$ cat src/rtl/atomik_pkg.sv
// Shared definitions for the atomik core and delta decoder.
//   DEPTH_DEF / ADDR_W_DEF : default address space
//   PAT_W                  : pattern width
//   ev_kind_e              : decoded event kind (DROP, FIRST, DELTA, NONE)
//   cell_t                 : one state-RAM word {seeded, pattern}
package atomik_pkg;

   localparam int DEPTH_DEF  = 625;
   localparam int ADDR_W_DEF = 10;
   localparam int PAT_W      = 4;

   typedef enum logic [1:0] {
      EV_DROP  = 2'd0,
      EV_FIRST = 2'd1,
      EV_DELTA = 2'd2,
      EV_NONE  = 2'd3
   } ev_kind_e;

   typedef struct packed {
      logic             seeded;
      logic [PAT_W-1:0] pat;
   } cell_t;

   // Drop beats everything (explicit invalid or address out of range),
   // then first-touch, then delta.
   function automatic ev_kind_e ev_classify(input logic drop_invalid,
                                            input logic first_touch,
                                            input logic delta,
                                            input logic in_range);
      if (drop_invalid || !in_range) return EV_DROP;
      if (first_touch)               return EV_FIRST;
      if (delta)                     return EV_DELTA;
      return EV_NONE;
   endfunction

endpackage

$ cat src/rtl/atomik_state_ram.sv
// DEPTH x 5-bit state store: {seeded, pattern} per address.
//   clk          : clock
//   we/waddr/wdata : write port, committed on rising edge
//   raddr/rdata  : asynchronous read port with write-first bypass, so a
//                  read of the address being written this cycle returns
//                  the incoming data.
// The array has no reset; the owner sweeps it clean after reset.
module atomik_state_ram
   import atomik_pkg::*;
#(
   parameter int DEPTH = DEPTH_DEF,
   parameter int AW    = ADDR_W_DEF
) (
   input  logic          clk,
   input  logic          we,
   input  logic [AW-1:0] waddr,
   input  logic [4:0]    wdata,
   input  logic [AW-1:0] raddr,
   output logic [4:0]    rdata
);

   localparam logic [AW:0] DEPTH_C = (AW+1)'(DEPTH);

   logic [4:0] mem [DEPTH];

   always_ff @(posedge clk) begin
      if (we && ({1'b0, waddr} < DEPTH_C)) mem[waddr] <= wdata;
   end

   always_comb begin
      rdata = '0;
      if (we && (waddr == raddr))          rdata = wdata;
      else if ({1'b0, raddr} < DEPTH_C)    rdata = mem[raddr];
   end

endmodule

$ cat src/rtl/atomik_delta_decoder.sv
// Delta-stream decoder: reconstructs absolute 4-bit patterns per address
// from first-touch seeds and XOR deltas.
//   clk, rst            : clock, synchronous active-high reset
//   ev_*                : event stream in (valid/ready handshake)
//   out_*               : reconstructed pattern out (valid/ready handshake)
//   busy                : high while the state store is being cleared
//   err_unseeded        : sticky, delta seen on an unseeded address
//   drop_count          : saturating count of dropped events
// Optional build macro ATOMIK_DECODER_ZERO_SUPPRESS_EN: zero-valued deltas
// produce no write and no output.
module atomik_delta_decoder
   import atomik_pkg::*;
#(
   parameter int DEPTH  = DEPTH_DEF,
   parameter int ADDR_W = ADDR_W_DEF
) (
   input  logic              clk,
   input  logic              rst,
   input  logic              ev_valid,
   input  logic              ev_delta,
   input  logic              ev_first_touch,
   input  logic              ev_drop_invalid,
   input  logic [ADDR_W-1:0] ev_addr,
   input  logic [3:0]        ev_delta_val,
   input  logic [3:0]        ev_seed_val,
   output logic              ev_ready,
   output logic              out_valid,
   input  logic              out_ready,
   output logic [ADDR_W-1:0] out_addr,
   output logic [3:0]        out_pattern,
   output logic              out_fresh,
   output logic              busy,
   output logic              err_unseeded,
   output logic [15:0]       drop_count
);

   localparam logic CLEAR = 1'b0;
   localparam logic RUN   = 1'b1;

   localparam logic [ADDR_W:0]   DEPTH_C = (ADDR_W+1)'(DEPTH);
   localparam logic [ADDR_W-1:0] LAST    = ADDR_W'(DEPTH - 1);

   logic              fsm;
   logic [ADDR_W-1:0] ptr;

   // Event results are written back one cycle after acceptance; the RAM
   // bypass covers a same-address event in that cycle.
   logic              pend_we;
   logic [ADDR_W-1:0] pend_addr;
   cell_t             pend_cell;

   logic              ram_we;
   logic [ADDR_W-1:0] ram_waddr;
   logic [4:0]        ram_wdata;
   logic [4:0]        ram_rdata;
   cell_t             cur;

   ev_kind_e          kind;
   logic              accept;
   logic              zero_sup;
   logic              emit;
   logic              wr;
   logic              set_err;
   cell_t             wr_cell;

   assign busy     = (fsm == CLEAR);
   assign ev_ready = (fsm == RUN) && (!out_valid || out_ready);
   assign accept   = ev_valid && ev_ready;

   always_comb begin
      ram_we    = pend_we;
      ram_waddr = pend_addr;
      ram_wdata = pend_cell;
      if (fsm == CLEAR) begin
         ram_we    = 1'b1;
         ram_waddr = ptr;
         ram_wdata = '0;
      end
   end

   atomik_state_ram #(.DEPTH(DEPTH), .AW(ADDR_W)) u_ram (
      .clk   (clk),
      .we    (ram_we),
      .waddr (ram_waddr),
      .wdata (ram_wdata),
      .raddr (ev_addr),
      .rdata (ram_rdata)
   );

   assign cur  = cell_t'(ram_rdata);
   assign kind = ev_classify(ev_drop_invalid, ev_first_touch, ev_delta,
                             {1'b0, ev_addr} < DEPTH_C);

`ifdef ATOMIK_DECODER_ZERO_SUPPRESS_EN
   assign zero_sup = (ev_delta_val == 4'h0);
`else
   assign zero_sup = 1'b0;
`endif

   always_comb begin
      emit    = 1'b0;
      wr      = 1'b0;
      set_err = 1'b0;
      wr_cell = '0;
      case (kind)
         EV_FIRST: begin
            emit    = 1'b1;
            wr      = 1'b1;
            wr_cell = '{seeded: 1'b1, pat: ev_seed_val};
         end
         EV_DELTA: begin
            if (!cur.seeded) begin
               set_err = 1'b1;
            end else if (!zero_sup) begin
               emit    = 1'b1;
               wr      = 1'b1;
               wr_cell = '{seeded: 1'b1, pat: cur.pat ^ ev_delta_val};
            end
         end
         default: ;
      endcase
   end

   always_ff @(posedge clk) begin
      if (rst) begin
         fsm          <= CLEAR;
         ptr          <= '0;
         pend_we      <= 1'b0;
         pend_addr    <= '0;
         pend_cell    <= '0;
         out_valid    <= 1'b0;
         out_addr     <= '0;
         out_pattern  <= '0;
         out_fresh    <= 1'b0;
         err_unseeded <= 1'b0;
         drop_count   <= '0;
      end else begin
         if (fsm == CLEAR) begin
            if (ptr == LAST) fsm <= RUN;
            else             ptr <= ptr + 1'b1;
         end

         pend_we   <= accept && wr;
         pend_addr <= ev_addr;
         pend_cell <= wr_cell;

         if (accept && (kind == EV_DROP) && (drop_count != 16'hFFFF))
            drop_count <= drop_count + 16'd1;
         if (accept && set_err)
            err_unseeded <= 1'b1;

         if (accept && emit) begin
            out_valid   <= 1'b1;
            out_addr    <= ev_addr;
            out_pattern <= wr_cell.pat;
            out_fresh   <= (kind == EV_FIRST);
         end else if (out_ready) begin
            out_valid   <= 1'b0;
            out_addr    <= '0;
            out_pattern <= '0;
            out_fresh   <= 1'b0;
         end
      end
   end

endmodule
$ cat config.mk
export PLATFORM = sky130hd
export DESIGN_NAME = atomik_delta_decoder
export DESIGN_NICKNAME = d
export VERILOG_FILES = /design/src/rtl/atomik_pkg.sv /design/src/rtl/atomik_state_ram.sv /design/src/rtl/atomik_delta_decoder.sv
export SDC_FILE = /design/constraint.sdc
export NUM_CORES = 2
export LEC_CHECK = 0
export ABC_AREA = 1
export CAP_MARGIN = 20
export CORE_ASPECT_RATIO = 0.6
export CORE_MARGIN = 5
export CORE_UTILIZATION = 40
export CTS_CLUSTER_DIAMETER = 50
export DETAILED_ROUTE_END_ITERATION = 16
export GPL_ROUTABILITY_DRIVEN = 0
export PLACE_DENSITY_LB_ADDON = 0.3
export SYNTH_ARGS = -nofsm -noshare
export SYNTH_HDL_FRONTEND = slang
export SYNTH_HIERARCHICAL = 1
export SYNTH_SLANG_ARGS = --single-unit
$ cat constraint.sdc
create_clock -name clk -period 11.7 [get_ports clk]
set_clock_uncertainty 0.1 [all_clocks]
set_input_delay 1.17 -clock clk [delete_from_list [all_inputs] [get_ports clk]]
set_output_delay 1.17 -clock clk [all_outputs]
set_load 0.005 [all_outputs]
* Word level (Yosys, flattened, before mapping)
Memories as Yosys holds them, arrays and structs flattened.
Index checks and enable logic that the tools add are counted.
** Operators by class
- Add/sub/neg operators :: 2
- Multiply operators :: 0
- Divide/modulo/power cells :: 0
- Order comparisons :: 2
- Equal/unequal tests :: 5
- Shift operators :: 0
- Multiplexer cells :: 34
- Bitwise operators :: 3
- Reduce and logical (&&, ||, !) cells :: 15
** Operators by type and width (number)
- 10-bit 2-to-1 mux :: 3
- 10-bit < comparator (second input constant) :: 2
- 5-bit 2-to-1 mux :: 4
- 1-bit 2-to-1 mux :: 17
- 16-bit by 1-bit adder with 16-bit output (second input constant) :: 1
- 16-bit != test (second input constant) :: 1
- 2-bit 2-to-1 mux :: 6
- 10-bit by 1-bit adder with 10-bit output (second input constant) :: 1
- 10-bit == test :: 1
- 10-bit == test (second input constant) :: 1
- 5-bit one-hot mux with 2 select lines :: 1
- 1-bit logical AND :: 8
- 4-bit 2-to-1 mux :: 2
- 4-bit bitwise XOR :: 1
- 2-bit by 1-bit == test with 1-bit output (second input constant) :: 1
- 2-bit == test (second input constant) :: 1
- 1-bit logical NOT :: 2
- 2-bit logical NOT :: 1
- 1-bit logical OR :: 2
- 1-bit inverter :: 2
- 1-bit one-hot mux with 2 select lines :: 1
- 2-bit AND reduction :: 1
- 2-bit nonzero test :: 1
** Word-level totals
- Bits in registers :: 60
- Bits in latches :: 0
- Bits in writable memories :: 3125
- Bits in read-only memories :: 0
- Input bits :: 25
- Output and inout port bits :: 35
- Memories :: 1
** Memories
- u_ram.mem :: depth 625, width 5, rd ports 1, clocked after memory_dff 0, wr ports 1, line atomik_state_ram.sv:24 : logic [4:0] mem [DEPTH];

* Longest topological paths before layout
- Word-level depth :: 14
- Gate-level depth with buffers :: 30
- Mapped depth without buffers :: 26

* Modules after synthesis
The synthesis kept the hierarchy.
** By module, submodules not included
- atomik_state_ram :: instances 1, cells each 11167, area each 129450.4 µm²
- atomik_delta_decoder :: instances 1, cells each 411, area each 2847.7 µm²

* Worst setup path after synthesis
Ideal clock, no wire load.
- Path type :: reg-to-reg
- Start point :: register fsm
- End point :: memory u_ram.mem[0][0] (data pin)
- Setup time :: 1.604 ns
- Arrival time :: 7.484 ns
- Slack :: 2.513 ns
- Cell stages (with the launch flop) :: 5
- Period minus slack after synthesis :: 9.187 ns
- Cell sequence :: dfxtp_1 > buf_6 > clkbuf_1 > nand2_1 > inv_1
** On the way
- Cells in the longest elaborated chain, start to end :: 1
** RTL lines
- start, declared :: line atomik_delta_decoder.sv:43 : logic fsm;
- start signal, assigned :: line atomik_delta_decoder.sv:126 : fsm <= CLEAR;
- start signal, assigned :: line atomik_delta_decoder.sv:139 : if (ptr == LAST) fsm <= RUN;
- 5-bit 2-to-1 mux :: line atomik_delta_decoder.sv:74 : if (fsm == CLEAR) begin
- via ram_wdata[0] :: line atomik_delta_decoder.sv:54 : logic [4:0] ram_wdata;
- end, declared :: line atomik_state_ram.sv:24
The timed path passes the listed nets, and every way through them passes these cells.

==> implementation parameters <==
Parameter                              Value

Critical path
  Crit path launch type ... primary input
  Maximum fanout encountered on the critical timing path ... 167
  Setup slack on the worst flop-to-flop path ... 5.87 ns
  Element type at the critical path end ... register
  Worst Setup Path Type ... primary input to register
  Reg-to-reg critical path startpoint ... fsm$_SDFF_PP0_
  Crit. Startpoint ... ev_addr[0]
  CP required ... 12.36 ns
  CP Data Arrival Time ... 6.77 ns

Die
  Top-level port count ... 60
  Die Outline Area ... 0.3427 mm²
  Initial standard-cell utilization of the core ... 40.22%
  Die span in y ... ~460 µm
  Number of rows created at floorplan ... 163
  Core area ... ~0.33 mm²
  X dimension of the die ... 752.5 µm

Timing
  Max frequency ... 163.7 MHz
  RSZ-0062 raised after global routing ... no
  Final worst hold slack ... 0.3710 ns
  Setup Viol. Count Final ... 0
  Max_slew headroom ... 21.95%
  Final count of pins violating max slew ... 0
  Minimum clock period after layout ... 6.110 ns
  Worst Max-Slew Pin Slew ... 1.166 ns
  Final hold viol count ... 0
  Fin crit share ... a little over half
  Post-Route Setup TNS ... 0 ns

Route
  Via density per instance ... 5.694
  Iteration count of the initial detailed-routing pass ... 9
  Count of vias placed by the detailed router ... a little over 90,000
  WL per Instance ... around 25 µm
  Drt total wl ... between 300 and 400 mm
  DRC violations left ... 0
  1st-iter DRT viols ... 13,600
  Number of nets with antenna violations after detailed routing ... 0

Synth
  Post-synth design cell area ... 0.1323 mm²
  Post-synthesis average cell area ... roughly 11 µm²
  Post-synth cell types ... 46
  Yosys warning total ... 6
  Most common flop cell mapped by yosys ... sky130_fd_sc_hd__edfxtp_1
  Post-Synthesis Net Count ... 11,610
  Post-synthesis sequential area ratio ... 71.84%
  Syn Inst Count ... 11,580
  Count of flip-flops with a built-in enable after synthesis ... ~3,100
  Proportion of synthesized flip-flops having asynchronous set or reset ... 0%
  Number of flip-flops and latches in the synthesized netlist ... between 3,000 and 4,000

Hold path
  Classification of the worst-slack hold path ... register to register
  Hold path startpoint ... out_pattern[0]$_SDFFE_PP0P_

CTS
  Max Buffers Root-to-Sink ... 4
  Inserted Clock Buffers ... 282
  CTS tree ... done
  Post-CTS Repair Setup Buffers ... 0
  Post-CTS clock slew at the launch and capture registers of the worst setup and hold paths ... about 0.070 ns
  CTS sink cnt ... between 3,000 and 4,000
  Number of gates resized after CTS ... 0
  Source-to-sink clock delay at the later pin of the worst-skew pair ... 0.88 ns
  Root Driver ... sky130_fd_sc_hd__clkbuf_16
  CTS H-Tree Depth ... 5
  Hold buffers post-CTS ... 0

Cells and area
  Final Net Count ... about 11,000
  Layout Area Growth over Synthesis ... 9.568%
  Finished Core Util ... 44.06%
  Fraction of layout instances using a drive strength above 1 ... between 5 and 6%
  Most common cell after layout, fill and taps aside ... sky130_fd_sc_hd__edfxtp_1
  Commonest non-fill, non-tap cells in the layout ... sky130_fd_sc_hd__edfxtp_1 (3,125), sky130_fd_sc_hd__nor2_1 (2,660), sky130_fd_sc_hd__nand2_1 (1,832)

Power
  Clk pwr share ... ~40%
  Internal Pwr Total ... 17,720 µW
  Lkg Pwr ... 0.04381 µW
  PwrDens ... 157.3 mW/mm²
  Sequential cell fraction of total power ... 54.1%
  Sum of internal, switching and leakage power ... 22,800 µW
  Sw frac ... 22.29%
  VDD IR max ... 119.9 µV
  Fraction of power consumed by combinational cells ... about 5.2%
  Net switching power of the design ... between 5000 and 6000 µW

Placed design
  Detailed placement HPWL ... 227.9 mm
  Input/output buffers ... 59

GRT
  Global routing usage summed across all routing layers ... 22.49%
  Initial antenna violation count ... 18
  Wire length of the first global-routing pass ... between 500 and 600 mm
  Vias in the first global route ... 85,140
  Total grt overflow ... 0
  Pin count of the biggest net entering global routing ... 200

Status
  Status ... complete, no violations

Run
  # Max-Cap Violations ... 0
[state kept, by name, indices dropped and copies added (netlist names)]
register,count
out_valid,1
out_addr,10
ptr,10
pend_we,1
err_unseeded,1
out_pattern,4
pend_addr,10
out_fresh,1
pend_cell,5
fsm,1
drop_count,16
u_ram/mem,3125
[cell usage after synthesis, drive strengths merged, types with 6 or more instances]
cell type | instances | share of area (%)
edfxtp | 3125 | 71
nor2 | 2669 | 7.6
nand2 | 1869 | 5.3
o21ai | 1369 | 5.2
nand3 | 589 | 2.2
buf | 470 | 2.3
inv | 439 | 1.3
clkbuf | 297 | 0.85
o211ai | 277 | 1.6
a21oi | 177 | 0.68
o22ai | 118 | 0.56
dfxtp | 60 | 0.91
a22oi | 44 | 0.25
nand4 | 22 | 0.10
nor3 | 13 | 0.049
ha | 6 | 0.057
xnor2 | 6 | 0.040
[power groups by stage]
stage / Sequential (µW) / Clock [µW] / Combinational, µW
after global routing: 12300 / 9920 / 1260
after detailed placement: 12600 / 0 / 1130
after CTS: 12300 / 9420 / 1140
final: 12300 / 9290 / 1180
after global placement: 12600 / 0 / 1130
after floorplan: 12600 / 0 / 726
[cell type report]
type	instances	area, µm²
diodes	13	32.53
clock buffers	337	7498
clock inverters	150	1405
fillers	29910	184000
inverters	441	1737
multi-input cells	7185	31600
flip-flops and latches	3185	95040
well taps	4372	5470
repair buffers	224	2177
[metal layers]
layer  up-vias  GRT usage, %  share of wire, %
met2      5576         31.07                41
met4         8         5.846               2.7
met1     44610         33.71                43
met5         -             0             0.014
li1      39740             -                 -
met3       642         7.568                14
[worst paths after layout]
path / endpoint / cells past startpoint
worst max-delay path: out_addr[9]$_SDFFE_PP0P_ / 23
worst min-delay path: out_pattern[0]$_SDFFE_PP0P_ / 2
worst max register to register: u_ram/mem[624][0]$_DFFE_PP_ / 8
worst min register to register: out_pattern[0]$_SDFFE_PP0P_ / 2
[worst max-delay path, cell delays in order]
cell	delay, ns
sky130_fd_sc_hd__buf_8	0.38
sky130_fd_sc_hd__clkinv_16	0.32
sky130_fd_sc_hd__buf_12	0.39
sky130_fd_sc_hd__buf_12	0.28
sky130_fd_sc_hd__o21ai_0	0.48
sky130_fd_sc_hd__o211ai_1	0.22
sky130_fd_sc_hd__nand3_1	0.20
sky130_fd_sc_hd__nand3_1	0.08
sky130_fd_sc_hd__nand3_1	0.27
sky130_fd_sc_hd__nand2_1	0.33
sky130_fd_sc_hd__nand3_1	0.25
sky130_fd_sc_hd__nand2_1	0.08
sky130_fd_sc_hd__nor2_1	0.14
sky130_fd_sc_hd__nand2_1	0.06
sky130_fd_sc_hd__nand2_1	0.10
sky130_fd_sc_hd__nand2_1	0.19
sky130_fd_sc_hd__nand2_1	0.21
sky130_fd_sc_hd__inv_1	0.07
sky130_fd_sc_hd__o21ai_1	0.21
sky130_fd_sc_hd__nor2_2	0.08
sky130_fd_sc_hd__nor2_2	0.45
sky130_fd_sc_hd__nand3_1	0.15
sky130_fd_sc_hd__o21ai_0	0.11
[metrics by stage]
stage,instances,cell area [µm²],worst slack [ns]
after floorplan,11580,132300,2.513
after global placement,15410,136000,5.070
after detailed placement,15410,136000,5.034
after CTS,15890,144900,5.929
after global routing,15890,144900,5.427
final,15910,145000,5.590
[kinds of logic after synthesis]
family          Yosys count  share of synthesized area [%]
compound gates         1994                          8.299
xor+xnor                 11                        0.07282
fa+ha+maj                 6                        0.05674
buf+inv                1208                          4.364
flops                  3185                          71.84
simple gates           5174                          15.37
Note: power is estimated with default switching activity, not from simulation.
